**src/rtl/clock_mode_ctrl_if.sv**
```systemverilog
// Button/control bundle between the debouncers, clock_mode_ctrl and the
// seconds generator / minute-hour counter chain.
interface clock_mode_ctrl_if #(
    parameter int P_COUNT_BIT = 30
);
    logic                   i_btn_run;
    logic                   i_btn_mode;
    logic                   i_btn_up;
    logic                   i_btn_clr;
    logic                   i_btn_fast;
    logic                   i_sec_tic;
    logic                   o_en;
    logic                   o_reset_s;
    logic                   o_reset_all;
    logic [P_COUNT_BIT-1:0] o_freq;
    logic                   o_min_inc;
    logic                   o_hour_inc;
    logic [1:0]             o_mode;
    logic                   o_blink;

    modport master (
        output i_btn_run, i_btn_mode, i_btn_up, i_btn_clr, i_btn_fast, i_sec_tic,
        input  o_en, o_reset_s, o_reset_all, o_freq, o_min_inc, o_hour_inc,
               o_mode, o_blink
    );

    modport slave (
        input  i_btn_run, i_btn_mode, i_btn_up, i_btn_clr, i_btn_fast, i_sec_tic,
        output o_en, o_reset_s, o_reset_all, o_freq, o_min_inc, o_hour_inc,
               o_mode, o_blink
    );
endinterface

```
**src/rtl/clock_mode_ctrl.sv**
```systemverilog
// Mode/sequencing controller for the digital clock: button decode, minute
// carry generation from the sec==59 flag, and set-mode display blink.
//
// state    | meaning
// STOP     | seconds generator held (o_en=0)
// RUN      | seconds generator counting, minute carry active
// SET_MIN  | up button increments minutes, display blinks
// SET_HOUR | up button increments hours, display blinks
module clock_mode_ctrl #(
    parameter int P_COUNT_BIT = 30,
    parameter int P_FREQ_NORM = 100_000_000,
    parameter int P_FREQ_FAST = 1_000_000,
    parameter int P_BLINK_DIV = 25_000_000
) (
    input  logic              clk,
    input  logic              reset_n,
    clock_mode_ctrl_if.slave  bus
);
    typedef enum logic [1:0] {
        ST_STOP     = 2'b00,
        ST_RUN      = 2'b01,
        ST_SET_MIN  = 2'b10,
        ST_SET_HOUR = 2'b11
    } state_t;

    localparam int            BW         = (P_BLINK_DIV > 1) ? $clog2(P_BLINK_DIV) : 1;
    localparam logic [BW-1:0] BLINK_LAST = BW'(P_BLINK_DIV - 1);

    state_t        state_q, state_d;
    logic          fast_q, fast_d;
    logic          reset_all_q, reset_all_d;
    logic          reset_s_q, reset_s_d;
    logic          min_inc_q, min_inc_d;
    logic          hour_inc_q, hour_inc_d;
    logic          blink_q, blink_d;
    logic [BW-1:0] blink_cnt_q, blink_cnt_d;
    logic          tic_dly_q, tic_dly_d;
    logic          run_prev_q, run_prev_d;
    logic          clr_prev_q, clr_prev_d;

    logic sel_clr, sel_mode, sel_run, sel_fast, sel_up;
    logic carry;

    // Only the highest-priority pulse of a cycle is acted on.
    assign sel_clr  = bus.i_btn_clr;
    assign sel_mode = bus.i_btn_mode & ~bus.i_btn_clr;
    assign sel_run  = bus.i_btn_run  & ~bus.i_btn_clr & ~bus.i_btn_mode;
    assign sel_fast = bus.i_btn_fast & ~bus.i_btn_clr & ~bus.i_btn_mode & ~bus.i_btn_run;
    assign sel_up   = bus.i_btn_up   & ~bus.i_btn_clr & ~bus.i_btn_mode & ~bus.i_btn_run
                      & ~bus.i_btn_fast;

    always_ff @(posedge clk or negedge reset_n) begin
        if (!reset_n) begin
            state_q     <= ST_STOP;
            fast_q      <= 1'b0;
            reset_all_q <= 1'b0;
            reset_s_q   <= 1'b0;
            min_inc_q   <= 1'b0;
            hour_inc_q  <= 1'b0;
            blink_q     <= 1'b0;
            blink_cnt_q <= '0;
            tic_dly_q   <= 1'b0;
            run_prev_q  <= 1'b0;
            clr_prev_q  <= 1'b0;
        end else begin
            state_q     <= state_d;
            fast_q      <= fast_d;
            reset_all_q <= reset_all_d;
            reset_s_q   <= reset_s_d;
            min_inc_q   <= min_inc_d;
            hour_inc_q  <= hour_inc_d;
            blink_q     <= blink_d;
            blink_cnt_q <= blink_cnt_d;
            tic_dly_q   <= tic_dly_d;
            run_prev_q  <= run_prev_d;
            clr_prev_q  <= clr_prev_d;
        end
    end

    always_comb begin
        state_d = state_q;
        if (sel_mode) begin
            case (state_q)
                ST_SET_MIN:  state_d = ST_SET_HOUR;
                ST_SET_HOUR: state_d = ST_RUN;
                default:     state_d = ST_SET_MIN;
            endcase
        end else if (sel_run) begin
            if (state_q == ST_STOP)     state_d = ST_RUN;
            else if (state_q == ST_RUN) state_d = ST_STOP;
        end
    end

    // A carry is only real if sec reached 59 and wrapped while running
    // undisturbed; STOP/SET and clears also drop sec from 59 to 0.
    assign carry = tic_dly_q & ~bus.i_sec_tic & (state_q == ST_RUN) & run_prev_q & ~clr_prev_q;

    always_comb begin
        reset_all_d = sel_clr;
        reset_s_d   = sel_fast;
        fast_d      = fast_q ^ sel_fast;
        min_inc_d   = carry | (sel_up & (state_q == ST_SET_MIN));
        hour_inc_d  = sel_up & (state_q == ST_SET_HOUR);
        tic_dly_d   = bus.i_sec_tic;
        run_prev_d  = (state_q == ST_RUN);
        clr_prev_d  = reset_all_q | reset_s_q;
        blink_cnt_d = '0;
        blink_d     = 1'b0;
        if (state_d[1]) begin
            if (state_d != state_q) begin
                blink_d = 1'b1;
            end else if (blink_cnt_q == BLINK_LAST) begin
                blink_d = ~blink_q;
            end else begin
                blink_cnt_d = blink_cnt_q + BW'(1);
                blink_d     = blink_q;
            end
        end
    end

    assign bus.o_en        = (state_q == ST_RUN);
    assign bus.o_mode      = state_q;
    assign bus.o_freq      = fast_q ? P_COUNT_BIT'(P_FREQ_FAST) : P_COUNT_BIT'(P_FREQ_NORM);
    assign bus.o_reset_s   = reset_s_q;
    assign bus.o_reset_all = reset_all_q;
    assign bus.o_min_inc   = min_inc_q;
    assign bus.o_hour_inc  = hour_inc_q;
    assign bus.o_blink     = blink_q;
endmodule

```
**src/flat_wrapper.sv**
```systemverilog
// flat-port wrapper written by rule: the top's interface ports become plain ports
module clock_mode_ctrl_flat 
#(
    parameter int P_COUNT_BIT = 30,
    parameter int P_FREQ_NORM = 100_000_000,
    parameter int P_FREQ_FAST = 1_000_000,
    parameter int P_BLINK_DIV = 25_000_000
)
  (clk, reset_n, bus_i_btn_run, bus_i_btn_mode, bus_i_btn_up, bus_i_btn_clr, bus_i_btn_fast, bus_i_sec_tic, bus_o_en, bus_o_reset_s, bus_o_reset_all, bus_o_freq, bus_o_min_inc, bus_o_hour_inc, bus_o_mode, bus_o_blink);
  clock_mode_ctrl_if #(.P_COUNT_BIT(P_COUNT_BIT)) bus_i ();
  input  logic clk;
  input  logic reset_n;
  input wire logic [$bits(bus_i.i_btn_run)-1:0] bus_i_btn_run;
  input wire logic [$bits(bus_i.i_btn_mode)-1:0] bus_i_btn_mode;
  input wire logic [$bits(bus_i.i_btn_up)-1:0] bus_i_btn_up;
  input wire logic [$bits(bus_i.i_btn_clr)-1:0] bus_i_btn_clr;
  input wire logic [$bits(bus_i.i_btn_fast)-1:0] bus_i_btn_fast;
  input wire logic [$bits(bus_i.i_sec_tic)-1:0] bus_i_sec_tic;
  output wire logic [$bits(bus_i.o_en)-1:0] bus_o_en;
  output wire logic [$bits(bus_i.o_reset_s)-1:0] bus_o_reset_s;
  output wire logic [$bits(bus_i.o_reset_all)-1:0] bus_o_reset_all;
  output wire logic [$bits(bus_i.o_freq)-1:0] bus_o_freq;
  output wire logic [$bits(bus_i.o_min_inc)-1:0] bus_o_min_inc;
  output wire logic [$bits(bus_i.o_hour_inc)-1:0] bus_o_hour_inc;
  output wire logic [$bits(bus_i.o_mode)-1:0] bus_o_mode;
  output wire logic [$bits(bus_i.o_blink)-1:0] bus_o_blink;
  assign bus_i.i_btn_run = bus_i_btn_run;
  assign bus_i.i_btn_mode = bus_i_btn_mode;
  assign bus_i.i_btn_up = bus_i_btn_up;
  assign bus_i.i_btn_clr = bus_i_btn_clr;
  assign bus_i.i_btn_fast = bus_i_btn_fast;
  assign bus_i.i_sec_tic = bus_i_sec_tic;
  assign bus_o_en = bus_i.o_en;
  assign bus_o_reset_s = bus_i.o_reset_s;
  assign bus_o_reset_all = bus_i.o_reset_all;
  assign bus_o_freq = bus_i.o_freq;
  assign bus_o_min_inc = bus_i.o_min_inc;
  assign bus_o_hour_inc = bus_i.o_hour_inc;
  assign bus_o_mode = bus_i.o_mode;
  assign bus_o_blink = bus_i.o_blink;
  clock_mode_ctrl #(.P_COUNT_BIT(P_COUNT_BIT), .P_FREQ_NORM(P_FREQ_NORM), .P_FREQ_FAST(P_FREQ_FAST), .P_BLINK_DIV(P_BLINK_DIV)) u_core (.clk(clk), .reset_n(reset_n), .bus(bus_i));
endmodule
```
**config.mk**
```make
export PLATFORM = sky130hd
export DESIGN_NAME = clock_mode_ctrl_flat
export DESIGN_NICKNAME = d
export VERILOG_FILES = /design/src/rtl/clock_mode_ctrl_if.sv /design/src/rtl/clock_mode_ctrl.sv /design/src/flat_wrapper.sv
export SDC_FILE = /design/constraint.sdc
export NUM_CORES = 1
export LEC_CHECK = 0
export ABC_AREA = 0
export BUFFER_PORTS_ARGS = -buffer_cell sky130_fd_sc_hd__buf_2
export CAP_MARGIN = 0
export CORE_AREA = 2 2 67 69
export DETAILED_ROUTE_END_ITERATION = 7
export DIE_AREA = 0 0 69 71
export MAX_ROUTING_LAYER = met4
export PLACE_DENSITY_LB_ADDON = 0.2
export SYNTH_ARGS = -nofsm -noshare
export SYNTH_HDL_FRONTEND = slang
export SYNTH_SLANG_ARGS = --single-unit
```
**constraint.sdc**
```tcl
create_clock -name clk -period 2.8 [get_ports clk]
set_input_delay 0.56 -clock clk [delete_from_list [all_inputs] [get_ports clk]]
set_output_delay 0.56 -clock clk [all_outputs]
set_load 0.01 [all_outputs]
```
==> results.yml, run 1 <==
routing:
  drc: 0
  totalWireLength_microns: 3750
  drt_iter0_drc: 80
  vias_per_cell: 5.10
  firstDrtPassIters: 4
  wl_per_cell_microns: 13.5
  postRouteAntennaNets: 0
  dr_total_vias: 1418
clock_network:
  cts.sinks: 36
  numCtsBuffers: 5
  post_cts_buffers: 0
  worst_skew_pair.late_latency_ps: 280
  clock_tree.root_cell: "clkbuf_8"
  cts_tree: "yes"
  clockBufferDepth: 2
  cts-hold-fix-buffers: 0
  clkTransAtPathRegs_ps: 70
  cts_resized: 0
  cts_max_level: 2
cells_and_area:
  drive_above_1_share: 0.226
  multi_input_area_sq_um: 957
  area_delta_synth_final_pct: 5.72
  fin_nets: 238
  n_fill_cell: 409
  layout_common_cells: "dfrtp_1 (36), buf_2 (28), nor3_1 (26)"
  largest_register: "u_core.blink_cnt_q"
  final_common_cell: "dfrtp_1"
  seq_area_sq_um: 901
  largest_reg_flops: 25
  n_antenna_cell: 0
critical_path:
  slowest_delay_ps: 500
  critPathSlowestCell: "dfrtp_1"
  arrival_ps: 2310
  required_ps: 2960
  crit_path_end_kind: "register"
  start_kind: "register"
  setup.worst_path.class: "register to register"
  path_cells: "inv_1 > ha_1 > and3b_1 > o21ai_2 > o311ai_2 > o221ai_4 > buf_4 > nor3_1"
  path_max_fanout: 26
timing:
  final_hold_viol_count: 0
  setup_tns_ps: 0
  tightest_slew_ps: 776
  fin_skew_ps: 9.18
  setup_ws_ps: 646
  slew_headroom: 0.483
  drv_slew: 0
  finalCritPeriodShare: 0.769
  setup_viol: 0
  rsz0062_at_grt: "false"
  fmax_mhz: 464
  min_period_ps: 2150
floorplan:
  coreArea_sq_um: 4200
  die_h_microns: 71
  start_util: 0.495
  placementRows: 24
  io_pins: 46
  die_x_microns: 69
  fp.dieArea_sq_um: 4900
power_and_ir_drop:
  clockPowerShare: 0.264
  pwr_density_cell_nw_per_um2: 645
  ir_worst_vdd_v: 0.000533
  p_sw_uw: 495
  combPwrFrac: 0.318
  leakagePower_nw: 0.967
  swShare: 0.349
  p_int_uw: 922
  seq_power_share: 0.417
place:
  hpwl_microns: 2620
  numPortBuffers: 28
  gp_congestion: 0.812
  dpl_worst_slack_ps: 636
job:
  cap_violations: 0
grt:
  first_global_vias: 1321
  grtUsageTotal: 0.164
  grt_max_degree: 37
  overflow: 0
  antenna_found_initial: 0
  grt_pass1_wl_microns: 6260
synth:
  ys_warn_count: 0
  ys_types: 36
  synthCells: 206
  synth_edf_count: 0
  syn_area_per_cell_sq_um: 10.1
  yosys_register_bits: 36
  syn_area_sq_um: 2080
  synth-async-reset-ratio: 1.00
  synth_flop_cell: "dfrtp_1"
  ys_seq_area_frac: 0.433
outcome:
  outcome: "completed"
min_path:
  hold_path.class: "input pin to async pin"
-- layer usage --
metal  vias to the layer above  track usage  share of wire
li1                        701            -              -
met1                       676        0.211           0.47
met2                        39        0.260           0.47
met3                         2       0.0442          0.055
met4                         0       0.0436         0.0059
met5                         -            -              0
-- final cells by class --
type | instances | share of cell area
Timing Repair Buffer | 31 | 0.0740
Tap cell | 52 | 0.0296
Sequential cell | 36 | 0.410
Multi-Input combinational cell | 145 | 0.435
Clock buffer | 8 | 0.0410
Inverter | 6 | 0.0102
-- synthesized netlist by cell type (all sizes together) (2+ instances only) --
library cell  count  area, sq um
nor3             28          150
o21ai             5         32.5
inv               6         22.5
a21oi             2         10.0
nand4            10         62.6
and3              2         12.5
nand4b            2         17.5
nand2            10         37.5
ha                5         62.6
nor4              2         18.8
xor2             19          166
or2               3         18.8
dfrtp            36          901
conb              2         7.51
xnor2             6         52.6
nor2              8         32.5
and2              3         18.8
nor4bb            2         20.0
buf              34          255
o311ai            2         32.5
nand3            11         60.1
-- worst max-delay path: cells and delay by family, from the launching register on --
kind	cells	cell delay, ps
compound gates	3	460
buf+inv	2	460
flops	1	500
simple gates	2	290
fa+ha+maj	1	320
-- stage by stage --
step / instance area, sq um / total power [mW] / std cells / utilization / hold WS, ps
2_1_floorplan: 2140 / 1.03 / 221 / - / 264
3_3_place_gp: 2110 / 1.05 / 270 / 0.501 / 445
3_5_place_dp: 2110 / 1.06 / 270 / 0.501 / 437
4_1_cts: 2200 / 1.44 / 278 / 0.523 / 379
5_1_grt: 2200 / 1.50 / 278 / 0.523 / 393
6_report: 2200 / 1.42 / 278 / 0.523 / 355
-- final timing paths --
| check | endpoint | start | cells past startpoint | slack, ps |
|---|---|---|---|---|
| hold / removal | u_core.blink_cnt_q[5] | reset_n | 1 | 360 |
| setup reg to reg | u_core.blink_cnt_q[19] | u_core.bus.o_mode[0] | 8 | 650 |
| setup / recovery | u_core.blink_cnt_q[19] | u_core.bus.o_mode[0] | 8 | 650 |
| max in group asynchronous | u_core.bus.o_mode[0] | reset_n | 1 | 1950 |
| hold reg to reg | u_core.bus.o_min_inc | u_core.clr_prev_q | 1 | 450 |
| min in group clk | u_core.tic_dly_q | bus_i_sec_tic | 1 | 400 |
-- cells by family (layout without fill, tap and decap cells) --
logic type,count (synthesis),count (layout),synth area share
adders and majority gates,5,5,0.0301
and+or+nand+nor,86,86,0.239
xor gates and xnor gates,25,25,0.105
other,2,17,0.00361
buffers and inverters,40,45,0.134
DFF,36,36,0.433
AOI/OAI and AO/OA,12,12,0.0554
-- power by group through the flow --
stage               clock (mW)  sequential (mW)  combinational, mW
floorplan                    0            0.605              0.428
global placement             0            0.599              0.452
detailed placement           0            0.602              0.457
CTS                      0.389            0.592              0.457
global route             0.404            0.600              0.495
finish                   0.375            0.591              0.451
Power figures use the tool's default switching activity.
==> run 2: changes to the inputs <==
==> constraint.sdc (replaced) <==
create_clock -name clk -period 2.15 [get_ports clk]
set_input_delay 0.43 -clock clk [delete_from_list [all_inputs] [get_ports clk]]
set_output_delay 0.43 -clock clk [all_outputs]
set_load 0.01 [all_outputs]
==> run 2 against run 1 <==
Net effect: clock skew is 3.9 ps lower; design area is 2.5% higher; first-iteration DRC count is 5.0% lower; combinational power is 39% higher; critical path type unchanged; largest cell class unchanged.
==> results.yml, run 2 (same netlist as run 1, synthesis figures left out) <==
critical_path:
  crit_path_end_kind: "register"
  critPathSlowestCell: "dfrtp_1"
  setup.worst_path.class: "register to register"
  start_kind: "register"
  arrival_ps: 2120
  path_cells: "inv_1 > ha_1 > and3b_1 > o21ai_2 > o311ai_2 > o221ai_4 > buf_12 > nor3_1"
  path_depth: 8
  path_max_fanout: 26
  critPathBufInv: 2
  slowest_delay_ps: 410
  r2r_start: "u_core.bus.o_mode[1]"
  worstReg2RegEnd: "u_core.blink_cnt_q[12]"
  crit_path_start: "u_core.bus.o_mode[1]"
  required_ps: 2320
  worst-r2r-cell-count: 8
  cp_top_family: "compound AO/OA/AOI/OAI gates"
  crit_path_end: "u_core.blink_cnt_q[12]"
  r2r_slack_ps: 200
clock_network:
  clockBufferDepth: 2
  clock_tree.root_cell: "clkbuf_8"
  worst_skew_pair.late_latency_ps: 290
  numCtsBuffers: 5
  clkTransAtPathRegs_ps: 70
  cts.sinks: 36
  cts_max_level: 2
  post_cts_buffers: 0
  cts_tree: "yes"
routing:
  vias_per_cell: 5.14
  drc: 0
  dr_total_vias: 1429
  wl_per_cell_microns: 13.1
  firstDrtPassIters: 4
  totalWireLength_microns: 3640
  postRouteAntennaNets: 0
  drt_iter0_drc: 76
grt:
  overflow: 0
  first_global_vias: 1286
  antenna_found_initial: 0
  grt_max_degree: 37
  grtUsageTotal: 0.160
  grt_pass1_wl_microns: 6010
cells_and_area:
  area_delta_synth_final_pct: 8.36
  stdcell_count: 278
  layout_common_cells: "dfrtp_1 (36), buf_2 (28), nor3_1 (26)"
  seq_area_sq_um: 901
  final_common_cell: "dfrtp_1"
  drive_above_1_share: 0.239
  multi_input_area_sq_um: 963
  n_fill_cell: 388
  n_antenna_cell: 0
  fin_nets: 238
  largest_register: "u_core.blink_cnt_q"
  largest_reg_flops: 25
timing:
  final_hold_viol_count: 0
  min_period_ps: 1950
  rsz0062_at_grt: "false"
  fin_skew_ps: 5.28
  timing.hold.ws_ps: 214
  drv_slew: 0
  setup_tns_ps: 0
  tightest_slew_ps: 775
  setup_viol: 0
  slew_headroom: 0.484
  finalCritPeriodShare: 0.907
  setup_ws_ps: 200
  fmax_mhz: 513
power_and_ir_drop:
  combPwrFrac: 0.308
  leakagePower_nw: 0.993
  ir_worst_vdd_v: 0.000469
  totalPowerFinal_mw: 2.03
  swShare: 0.325
  pwr_density_cell_nw_per_um2: 902
  clockPowerShare: 0.318
  p_sw_uw: 661
  seq_power_share: 0.375
  p_int_mw: 1.37
place:
  dpl_worst_slack_ps: 188
  dp_cells: 270
  numPortBuffers: 28
  hpwl_microns: 2500
  gp_congestion: 0.885
floorplan:
  io_pins: 46
  die_x_microns: 69
  start_util: 0.495
  placementRows: 24
  die_h_microns: 71
  coreArea_sq_um: 4200
  fp.dieArea_sq_um: 4900
min_path:
  hold_path.class: "input pin to async pin"
outcome:
  outcome: "completed"
job:
  cap_violations: 0
run 2: how the worst min path moves through the flow:
stage	startpoint	to	slack, ps	depth (start not counted)
finish	reset_n	u_core.blink_cnt_q[1]	210	1
global route	bus_i_sec_tic	u_core.tic_dly_q	250	1
CTS	reset_n	u_core.blink_cnt_q[1]	240	1
detailed placement	u_core.clr_prev_q	u_core.bus.o_min_inc	430	1
global placement	u_core.bus.o_reset_all	u_core.clr_prev_q	440	1
floorplan	reset_n	u_core.blink_cnt_q[0]	130	0
run 2: layout make-up:
type / instances / area share
multi-input cells: 145 / 0.428
flip-flops and latches: 36 / 0.400
repair buffers: 31 / 0.0777
clock buffers: 7 / 0.0428
well taps: 52 / 0.0289
clock inverters: 1 / 0.0133
inverters: 6 / 0.00999
run 2: stage by stage:
step	area, sq um	utilization
finish	2250	0.536
detailed placement	2120	0.504
floorplan	2140	-
global placement	2120	0.504
global route	2250	0.536
CTS	2250	0.535
run 2: what timing repair did:
item	CTS	global route
resized for setup	0	1
endpoints found under the hold margin	0	0
hold buffers	0	0
setup endpoints to repair	0	8
run 2: power by group through the flow:
stage | logic (mW) | registers [mW] | clock network [mW]
floorplan | 0.558 | 0.788 | 0
global placement | 0.621 | 0.774 | 0
detailed placement | 0.626 | 0.776 | 0
CTS | 0.627 | 0.763 | 0.670
global route | 0.687 | 0.773 | 0.690
finish | 0.626 | 0.762 | 0.646
run 2: per-layer routing:
layer  track usage  share of wire  up-vias
met5             -              0        -
met4        0.0806          0.020        0
met3        0.0413          0.047        7
met2         0.247           0.48       36
met1         0.194           0.45      684
li1              -              -      702
